`config.mk`:
```
export PLATFORM = sky130hd
export DESIGN_NAME = register_file_flat
export DESIGN_NICKNAME = d
export VERILOG_FILES = /design/src/rtl/register_file_if.sv /design/src/rtl/register_file.sv /design/src/flat_wrapper.sv
export SDC_FILE = /design/constraint.sdc
export NUM_CORES = 1
export LEC_CHECK = 0
export CAP_MARGIN = 25
export CORE_MARGIN = 5
export CORE_UTILIZATION = 42
export CTS_CLUSTER_DIAMETER = 120
export CTS_CLUSTER_SIZE = 28
export DETAILED_ROUTE_END_ITERATION = 7
export GPL_TIMING_DRIVEN = 0
export PLACE_DENSITY_LB_ADDON = 0.2
export RECOVER_POWER = 25
export SYNTH_ARGS = -nofsm -noshare
export SYNTH_HDL_FRONTEND = slang
export SYNTH_SLANG_ARGS = --single-unit
```
`constraint.sdc`:
```
create_clock -name clk -period 1.5 [get_ports clk]
set_clock_uncertainty 0.2 [all_clocks]
set_input_delay 0.15 -clock clk [delete_from_list [all_inputs] [get_ports clk]]
set_output_delay 0.15 -clock clk [all_outputs]
set_load 0.02 [all_outputs]
```
`src/rtl/register_file_if.sv`:
```
// Register file bus: write port from writeback plus two read ports to the ALU.
// The master drives addresses and write data; the slave (the register file) drives read data.
interface register_file_if #(
   parameter int unsigned DATA_WIDTH = 8,
   parameter int unsigned ADDR_WIDTH = 3
);
   logic                  write_enable;
   logic [ADDR_WIDTH-1:0] write_reg;
   logic [DATA_WIDTH-1:0] write_data;
   logic [ADDR_WIDTH-1:0] read_reg1;
   logic [ADDR_WIDTH-1:0] read_reg2;
   logic [DATA_WIDTH-1:0] read_data1;
   logic [DATA_WIDTH-1:0] read_data2;

   modport master (
      output write_enable, write_reg, write_data, read_reg1, read_reg2,
      input  read_data1, read_data2
   );

   modport slave (
      input  write_enable, write_reg, write_data, read_reg1, read_reg2,
      output read_data1, read_data2
   );
endinterface

```
`src/rtl/register_file.sv`:
```
// General-purpose register file: 2**ADDR_WIDTH entries, two combinational read ports,
// one synchronous write port, asynchronous active-low clear.
// Optional feature: define REGFILE_BYPASS_EN to forward same-cycle write data to the
// read ports before the capturing edge.
module register_file #(
   parameter int unsigned DATA_WIDTH = 8,
   parameter int unsigned ADDR_WIDTH = 3
) (
   input  logic           clk,
   input  logic           rst_n,
   register_file_if.slave rf
);
   localparam int unsigned Depth = 2 ** ADDR_WIDTH;

   logic [DATA_WIDTH-1:0] regs_q [Depth];
   logic [DATA_WIDTH-1:0] regs_d [Depth];

   // Next state: only the addressed entry takes write data, and only when enabled, so
   // undriven address/data cannot disturb storage while writes are off.
   always_comb begin
      for (int unsigned i = 0; i < Depth; i++) begin
         regs_d[i] = regs_q[i];
         if (rf.write_enable == 1'b1 && rf.write_reg == ADDR_WIDTH'(i)) begin
            regs_d[i] = rf.write_data;
         end
      end
   end

   // Storage: asynchronous clear overrides any simultaneous write.
   always_ff @(posedge clk or negedge rst_n) begin
      if (!rst_n) begin
         for (int unsigned i = 0; i < Depth; i++) begin
            regs_q[i] <= '0;
         end
      end else begin
         for (int unsigned i = 0; i < Depth; i++) begin
            regs_q[i] <= regs_d[i];
         end
      end
   end

   // Read port 1: stored contents, optionally overridden by an in-flight write.
   always_comb begin
      rf.read_data1 = regs_q[rf.read_reg1];
`ifdef REGFILE_BYPASS_EN
      if (rst_n && rf.write_enable == 1'b1 && rf.read_reg1 == rf.write_reg) begin
         rf.read_data1 = rf.write_data;
      end
`endif
   end

   // Read port 2: same behaviour as port 1.
   always_comb begin
      rf.read_data2 = regs_q[rf.read_reg2];
`ifdef REGFILE_BYPASS_EN
      if (rst_n && rf.write_enable == 1'b1 && rf.read_reg2 == rf.write_reg) begin
         rf.read_data2 = rf.write_data;
      end
`endif
   end
endmodule

```
`src/flat_wrapper.sv`:
```
// flat-port wrapper written by rule: the top's interface ports become plain ports
module register_file_flat 
#(
   parameter int unsigned DATA_WIDTH = 8,
   parameter int unsigned ADDR_WIDTH = 3
)
  (clk, rst_n, rf_write_enable, rf_write_reg, rf_write_data, rf_read_reg1, rf_read_reg2, rf_read_data1, rf_read_data2);
  register_file_if #(.DATA_WIDTH(DATA_WIDTH), .ADDR_WIDTH(ADDR_WIDTH)) rf_i ();
  input  logic clk;
  input  logic rst_n;
  input wire logic [$bits(rf_i.write_enable)-1:0] rf_write_enable;
  input wire logic [$bits(rf_i.write_reg)-1:0] rf_write_reg;
  input wire logic [$bits(rf_i.write_data)-1:0] rf_write_data;
  input wire logic [$bits(rf_i.read_reg1)-1:0] rf_read_reg1;
  input wire logic [$bits(rf_i.read_reg2)-1:0] rf_read_reg2;
  output wire logic [$bits(rf_i.read_data1)-1:0] rf_read_data1;
  output wire logic [$bits(rf_i.read_data2)-1:0] rf_read_data2;
  assign rf_i.write_enable = rf_write_enable;
  assign rf_i.write_reg = rf_write_reg;
  assign rf_i.write_data = rf_write_data;
  assign rf_i.read_reg1 = rf_read_reg1;
  assign rf_i.read_reg2 = rf_read_reg2;
  assign rf_read_data1 = rf_i.read_data1;
  assign rf_read_data2 = rf_i.read_data2;
  register_file #(.DATA_WIDTH(DATA_WIDTH), .ADDR_WIDTH(ADDR_WIDTH)) u_core (.clk(clk), .rst_n(rst_n), .rf(rf_i));
endmodule
```
## Word-level counts from Yosys, hierarchy flattened

Cells that the tools add are included.
Widths: inputs -> output; s select.

- Bits of input ports: 20
- Flip-flop bits (word level): 64
- Logic and storage cells: 34
- Output and inout bits: 16

- Magnitude comparators: 2
- Reduce and logical (&&, ||, !) cells: 9
- Multiplexer cells: 6
- Eq/ne operators: 7
- Bitwise logic cells: 2

Operators by type and width:

| operator | count |
|---|---|
| $bmux 8 s3 | 2 |
| $mux 8 | 4 |
| $eq 3x3->1 const B | 4 |
| $ge 4x4->1 const B | 2 |
| $logic_and 1x1->1 | 8 |
| $not 3->4 | 2 |
| $eq 3x2->1 const B | 2 |
| $eq 3x1->1 const B | 1 |
| $logic_not 3->1 | 1 |

## Depth between registers and ports, before layout

Gate-level depths: netlist of the first run.

- Depth after elaboration: 4
- Mapped depth: 4
- Mapped depth without buffers: 2

## Worst setup path before layout of the first run

Ideal clock, no wire load.

- Path kind: input -> output
- From: input rf_read_reg2[0]
- To: output rf_read_data2[0]
- Setup slack: -0.095 ns
- Data required time: 1.150 ns
- Path buffers: 2
- Cell stages on the path: 4
- Arrival: 1.245 ns
- Cell sequence: buf_6 > buf_12 > mux4_1 > mux2_2

- Longest elaborated chain between the ends: 4

RTL lines:

| what | line | text |
|---|---|---|
| start: declaration | flat_wrapper.sv:15 | `input wire logic [$bits(rf_i.read_reg2)-1:0] rf_read_reg2;` |
| $not 3->4 (not written as such) | register_file.sv:54 | `rf.read_data2 = regs_q[rf.read_reg2];` |
| $bmux 8 s3 | register_file.sv:54 |  |
| $mux 8 (not written as such) (2 in a row) | register_file.sv:54 |  |
| end: declaration | flat_wrapper.sv:17 | `output wire logic [$bits(rf_i.read_data2)-1:0] rf_read_data2;` |

Every way passes these cells. The select of a mux whose other input is x is not followed.

## Worst setup path after layout of the first run

- From: input rf_read_reg2[2]
- To: output rf_read_data2[0]

Same word-level chain as after synthesis.

==> results.toml, run 1 <==
[grt]
grt_max_degree = 65
grt_pass1_wl_um = 12200
grt_overflow_total = 0
antenna_found_initial = 0
grt_pass1_vias = 2158
track_usage = 0.163

[layout]
n_fill_cell = 706
drive_gt1_frac = 0.656
fin_area_um2 = 4170
final_nets = 262
multi_input_area_um2 = 1760
syn_to_final_growth_pct = 17.7
seqCellArea_um2 = 1600
largest_reg_flops = 64
diodes = 0
reg.largest.list = "u_core.regs_q (64)"
largest-register = "u_core.regs_q"

[cts]
insertion_delay_ns = 0.33
cts_max_level = 3
cts_root_buf = "clkbuf_8"
cts_buffers = 9
cts_tree = "built"
cts_sinks = 64
clk_path_buf_depth = 2
clk_pin_slew_ns = 0.07

[hold_path]
hold_path.class = "in -> reg"
holdPathEnd = "u_core.regs_q[62]"
hold_start = "rf_write_reg[2]"
min_path_cells = 3

[placed_design]
dp_hpwl_um = 4800
placedInstanceArea_um2 = 3940
gp_congestion = 0.727
io_buffers = 25

[logic_synthesis]
syn_inst = 201
synth_warnings = 0
seq_area_frac_synth = 0.452
syn_nets = 221
synthDistinctLibCells = 13
netlist_area_um2 = 3540
synth_seq_cells = 64
syn_area_per_cell_um2 = 17.6

[worst_setup_path]
rr_startpoint = "u_core.regs_q[23]"
r2r_slack_ns = 0.52
start_kind = "input port"
r2r-end = "u_core.regs_q[23]"
critPathMaxFanout = 10
ff2ff_path_depth = 1
required_ns = 1.15
critPathCaptureType = "output port"
setup.worst_path.class = "in -> out"
cp.arrival_ns = 1.63

[die]
io_pins = 36
start_util = 0.431
core-area_um2 = 8220
rows = 33
die_w_um = 102
die_y_um = 102
die_area_um2 = 10400

[pwr]
leakage_nw = 1.74
power_density_nw_per_um2 = 1360
ir_worst_vdd_mv = 0.556

[detailed_routing]
vias_per_cell = 5.74
ant_nets = 0
drtIter0Drc = 73
route.met3.wl_um = 306
topRoutingLayerUsed = "met4"
via_count = 2019
met2RoutedLength_um = 3700
wl_met1_um = 3590
drcViolationCount = 0
dr.pass1.iters = 4
wirelength_um = 7800
post_drt_wl_per_cell_um = 22.2

[job]
maxCapViolCount = 0

[timing]
min_period_ns = 1.98
maxSlewViolCount = 0
tightest_slew_ns = 0.838
grt_setup_unrepaired = "true"
setup_ws_ns = -0.480
slew_headroom = 0.441
hold_viol_final = 0
fin_crit_sh = 1.32
fmax_ghz = 0.505
final-setup-viol-count = 16
fin_setup_tns_ns = -7.40

[status]
failed_checks = "negative setup slack"
status = "finished, violations left"
-- synthesized netlist by cell type (all sizes together) --
| master | number | area share |
|---|---|---|
| mux2 | 80 | 0.25 |
| nand4 | 1 | 0.0018 |
| nor4bb | 3 | 0.0085 |
| clkbuf | 3 | 0.0032 |
| nor4b | 1 | 0.0067 |
| dfrtp | 64 | 0.45 |
| mux4 | 32 | 0.23 |
| buf | 14 | 0.031 |
| nand4b | 3 | 0.0074 |
-- placed cells by master (no fill, tap or decap), types with 2 or more instances in the layout --
master and instances:
nand4b_1 3, buf_6 16, dlygate4sd3_1 9, mux4_2 32
nor4bb_1 3, buf_12 4, mux2_4 16, buf_2 5
clkbuf_1 3, dfrtp_1 64, buf_4 6, buf_1 2
clkbuf_2 2, clkbuf_8 13, mux2_2 64
-- worst max-delay path by stage --
stage,startpoint,to
floorplan,rf_read_reg1[0],rf_read_data1[5]
global placement,rst_n,u_core.regs_q[38]
detailed placement,rf_read_reg1[2],rf_read_data1[0]
CTS,u_core.regs_q[27],rf_read_data2[3]
global route,u_core.regs_q[18],rf_read_data2[2]
finish,rf_read_reg2[2],rf_read_data2[0]
-- metrics by stage --
stage	worst slack [ns]	std cells	power (mW)	utilization	hold WS (ns)
after floorplan	-0.0258	201	3.50	-	-0.346
after global placement	-2.10	331	4.00	0.480	0.297
after detailed placement	-0.848	331	4.03	0.479	0.104
after CTS	-0.492	348	5.72	0.504	0.159
after global routing	-0.542	352	5.96	0.507	0.111
final	-0.480	352	5.66	0.507	0.0992
-- critical path, cell delays in order --
cell and delay [ns]:
clkbuf_1 0.40, buf_4 0.32, mux4_2 0.33, mux2_4 0.29
buf_6 0.13
-- what timing repair did --
action,4_1_cts,5_1_grt
pin swaps,0,2
setup endpoints to repair,16,32
endpoints found under the hold margin,64,0
gates resized for setup,108,2
hold buffers,1,0
buffers inserted,0,4
-- metal layers --
layer,vias up,global-route usage
li1,877,-
met1,1072,0.231
met2,54,0.244
met3,16,0.0310
met4,0,0.0767
met5,-,0
-- power breakdown --
part           internal [mW]  total [mW]  switching, mW
Combinational           1.09        1.70          0.606
Sequential              2.11        2.37          0.257
Clock                  0.949        1.60          0.652
-- cell type report --
cell class	count	share of cell area
plain buffers	17	0.0348
clock buffers	14	0.0438
clock inverters	2	0.00841
multi-input cells	120	0.422
flip-flops and latches	64	0.384
well taps	105	0.0315
repair buffers	30	0.0748
-- cells by family after synthesis --
family	Yosys count	share of synthesized area
flops	64	0.452
buf+inv	17	0.0343
simple gates	8	0.0244
mux	112	0.489
Power figures use the tool's default switching activity.
==> inputs of run 2 (changes only) <==
==> constraint.sdc (replaced) <==
create_clock -name clk -period 2.2 [get_ports clk]
set_clock_uncertainty 0.2 [all_clocks]
set_input_delay 0.22 -clock clk [delete_from_list [all_inputs] [get_ports clk]]
set_output_delay 0.22 -clock clk [all_outputs]
set_load 0.02 [all_outputs]
==> results.toml, run 2 (synthesis results as in run 1) <==
[pwr]
p_total_mw = 3.59
power_density_nw_per_um2 = 891
ir_worst_vdd_mv = 0.476
leakage_nw = 1.72

[layout]
syn_to_final_growth_pct = 13.9
final_common_cell = "mux2_2"
reg.largest.list = "u_core.regs_q (64)"
utilization = 0.491
largest-register = "u_core.regs_q"
final_nets = 258
largest_reg_flops = 64
drive_gt1_frac = 0.543
final_cell_mix = "mux2_2, dfrtp_1, mux4_1, buf_2, clkbuf_8"
diodes = 0

[die]
die_y_um = 102
io_pins = 36
start_util = 0.431
die_w_um = 102
rows = 33
die_area_um2 = 10400
core-area_um2 = 8220

[worst_setup_path]
critPathCaptureType = "output port"
setup.worst_path.class = "reg -> out"
path_buf_inv = 1
critPathMaxFanout = 3
required_ns = 1.78
start_kind = "flip-flop"
cp.arrival_ns = 1.69
cpMaxStageDelayCell = "mux4_1"
path_cells = "mux4_1, mux2_2, buf_2"
cpPeakStageDelay_ns = 0.52
cpLargestDelayFamily = "multiplexers"

[detailed_routing]
drtIter0Drc = 48
drcViolationCount = 0
dr.pass1.iters = 4
ant_nets = 0
post_drt_wl_per_cell_um = 22.9
wirelength_um = 7980
vias_per_cell = 5.82
via_count = 2027

[placed_design]
gp_congestion = 0.727
dp_hpwl_um = 5040
io_buffers = 25
pre_cts_slack_ns = -0.376

[hold_path]
hold_path.class = "in -> reg"

[cts]
cts_setup_buffers = 0
cts_root_buf = "clkbuf_8"
clk_pin_slew_ns = 0.07
insertion_delay_ns = 0.33
cts_sinks = 64
cts_buffers = 9
cts_tree = "built"
clk_path_buf_depth = 2
cts_max_level = 3

[timing]
whs_ns = 0.241
setup_ws_ns = 0.0906
hold_viol_final = 0
tightest_slew_ns = 1.47
final-setup-viol-count = 0
fmax_ghz = 0.474
slew_headroom = 0.0168
maxSlewViolCount = 0
fin_crit_sh = 0.959
min_period_ns = 2.11
grt_setup_unrepaired = "false"

[grt]
antenna_found_initial = 0
grt_pass1_vias = 2202
grt_overflow_total = 0
grt_pass1_wl_um = 12600
track_usage = 0.169
grt_max_degree = 65

[status]
status = "complete, no violations"

[job]
maxCapViolCount = 0
==> run 2: cell types whose count changed in the layout (fill, tap and decap cells not counted), sizes merged <==
| cell | previous run | this run |
|---|---|---|
| clkbuf | 18 | 16 |
| buf | 33 | 31 |
| clkdlybuf4s50 | 0 | 8 |
| clkdlybuf4s15 | 1 | 0 |
| dlygate4sd3 | 9 | 1 |
| clkinv | 1 | 2 |
==> run 2: where the power goes <==
group,switching (mW),internal [mW]
clock network,0.442,0.583
logic,0.385,0.576
registers,0.170,1.44
==> run 2: timing repair <==
action / in CTS / in global routing
hold endpoints to repair: 64 / 0
setup endpoints to repair: 16 / 10
resized for setup: 59 / 12
hold buffers: 1 / 0
cloned: 0 / 0
==> run 2: stage by stage <==
step | instances | setup TNS, ns | cell area [µm²]
2_1_floorplan | 201 | 0 | 3540
3_3_place_gp | 331 | -98.76 | 3920
3_5_place_dp | 331 | -5.32 | 3920
4_1_cts | 348 | -0.00741 | 4100
5_1_grt | 348 | 0 | 4030
6_report | 348 | 0 | 4030
==> run 2: layout make-up <==
class                      instances  area, µm²
fill                             719       4190
sequential                        64       1600
tap                              105        131
clock inverter                     3       40.0
buffer                            17        126
timing repair buffer              26        175
clock buffer                      13        159
multi-input combinational        120       1800
==> run 2: worst paths after layout <==
check,slack [ns],start,cells past startpoint,endpoint
max,0.09,u_core.regs_q[51],3,rf_read_data1[3]
min,0.24,rf_write_reg[0],3,u_core.regs_q[59]
max reg2reg,1.21,u_core.regs_q[35],1,u_core.regs_q[35]
min reg2reg,0.32,u_core.regs_q[37],1,u_core.regs_q[37]
max in group asynchronous,0.32,rst_n,2,u_core.regs_q[29]
min in group asynchronous,0.58,rst_n,2,u_core.regs_q[45]
==> run 2: metal layers <==
metal,part of all wire,GRT usage,wire length [µm]
met1,0.46,0.226,3690
met2,0.49,0.278,3950
met3,0.032,0.0406,258
met4,0.0099,0.0399,79
met5,0,0,0
==> run 2: tightest hold or removal path, cell delays in order <==
cell,delay (ns)
buf_2,0.17
nor4b_4,0.12
mux2_2,0.23
==> inputs of run 3 (changes only) <==
==> constraint.sdc (replaced) <==
create_clock -name clk -period 2.2 [get_ports clk]
set_clock_uncertainty 0.2 [all_clocks]
set_input_delay 0.66 -clock clk [delete_from_list [all_inputs] [get_ports clk]]
set_output_delay 0.66 -clock clk [all_outputs]
set_load 0.02 [all_outputs]
==> results.toml, run 3 (synthesis results as in run 1) <==
[timing]
final-setup-viol-count = 16
fin_crit_sh = 1.23
fmax_ghz = 0.369
slew_headroom = -0.0846
setup_ws_ns = -0.511
min_period_ns = 2.71
tightest_slew_ns = 1.63
hold_viol_final = 0
fin_setup_tns_ns = -7.77
maxSlewViolCount = 65
grt_setup_unrepaired = "true"

[worst_setup_path]
critPathLaunch = "rf_read_reg1[0]"
cpPeakStageDelay_ns = 0.50
critPathMaxFanout = 8
rr_startpoint = "u_core.regs_q[44]"
cp.arrival_ns = 1.85
setup.worst_path.class = "in -> out"
path_cells = "buf_12, buf_12, mux4_2, mux2_4, buf_6"
r2r_slack_ns = 1.23
crit_top_cell = "buf_12"
critPathCaptureType = "output port"
required_ns = 1.34
cpLargestDelayFamily = "multiplexers"
r2r-end = "u_core.regs_q[44]"
path_buf_inv = 3
cpMaxStageDelayCell = "mux4_2"
ff2ff_path_depth = 1
start_kind = "input port"

[placed_design]
gp_congestion = 0.727
placedInstanceArea_um2 = 3940
dp_hpwl_um = 4800
dp_cells = 331
pre_cts_slack_ns = -1.17
io_buffers = 25

[hold_path]
hold_path.class = "reg -> reg"
holdPathEnd = "u_core.regs_q[49]"
hold_start = "u_core.regs_q[49]"
min_path_cells = 1

[layout]
largest_reg_flops = 64
reg.largest.list = "u_core.regs_q (64)"
fin_cells = 349
n_fill_cell = 688
syn_to_final_growth_pct = 19.8
final_nets = 259
fin_area_um2 = 4240
final_cell_mix = "mux2_2, dfrtp_1, mux4_2, buf_6, mux2_4"
largest-register = "u_core.regs_q"
drive_gt1_frac = 0.611
diodes = 0

[pwr]
p_clk_frac = 0.284
intPower_mw = 2.83
leakage_nw = 1.81
ir_worst_vdd_mv = 0.379
sequentialPowerShare = 0.415
power.share.switching = 0.265
p_total_mw = 3.85
switchingPower_mw = 1.02
power_density_nw_per_um2 = 909
pwr-share-comb = 0.302

[cts]
cts-hold-fix-buffers = 0
cts_max_level = 3
clk_path_buf_depth = 2
cts_sinks = 64
cts_root_buf = "clkbuf_8"
cts_tree = "built"
cts_buffers = 9
cts_setup_buffers = 0
insertion_delay_ns = 0.33
clk_pin_slew_ns = 0.06

[job]
maxCapViolCount = 1

[grt]
grt_pass1_wl_um = 12000
grt_pass1_vias = 2091
grt_max_degree = 65
grt_overflow_total = 0
track_usage = 0.162
antenna_found_initial = 0

[die]
die_y_um = 102
start_util = 0.431
die_w_um = 102
rows = 33
core-area_um2 = 8220
die_area_um2 = 10400
io_pins = 36

[detailed_routing]
drcViolationCount = 0
post_drt_wl_per_cell_um = 22.0
ant_nets = 0
drtIter0Drc = 79
wirelength_um = 7690
dr.pass1.iters = 4
via_count = 2003
vias_per_cell = 5.74

[status]
failed_checks = "max-capacitance violations, max-slew violations, negative setup slack"
status = "finished, violations left"
## run 3: area by class of cell
cell class / count / area, µm² / share of cell area
flip-flops and latches: 64 / 1600 / 0.378
clock buffers: 14 / 183 / 0.0431
clock inverters: 2 / 35.0 / 0.00826
plain buffers: 17 / 156 / 0.0369
multi-input cells: 120 / 1810 / 0.428
well taps: 105 / 131 / 0.0310
repair buffers: 27 / 320 / 0.0755
## run 3: power groups by stage
| stage | logic, mW | clock network, mW | registers [mW] |
|---|---|---|---|
| finish | 1.16 | 1.09 | 1.60 |
| global route | 1.25 | 1.18 | 1.63 |
| CTS | 1.18 | 1.12 | 1.60 |
| detailed placement | 1.13 | 0 | 1.62 |
| global placement | 1.12 | 0 | 1.61 |
| floorplan | 0.817 | 0 | 1.57 |
## run 3: metrics by stage
step / hold slack [ns] / util
2_1_floorplan: 0.164 / -
3_3_place_gp: 0.297 / 0.480
3_5_place_dp: 0.306 / 0.479
4_1_cts: 0.248 / 0.516
5_1_grt: 0.338 / 0.516
6_report: 0.321 / 0.516
## run 3: what timing repair did
item / CTS / global route
gates resized for setup: 103 / 0
cloned: 2 / 0
setup endpoints to repair: 16 / 16
## run 3: routing by layer
metal	part of all wire	vias to the layer above	GRT usage	wire (µm)
met4	0.015	0	0.0603	113
met2	0.48	39	0.253	3710
met1	0.46	1073	0.226	3570
li1	-	882	-	-
met5	0	-	0	0
met3	0.039	9	0.0310	297
## run 3: worst max path at each step
stage,end,slack (ns),cells past startpoint
2_1_floorplan,rf_read_data1[5],-0.35,4
3_3_place_gp,u_core.regs_q[38],-1.91,1
3_5_place_dp,rf_read_data1[0],-1.17,5
4_1_cts,rf_read_data1[0],-0.51,5
5_1_grt,rf_read_data1[7],-0.54,5
6_report,rf_read_data1[0],-0.51,5
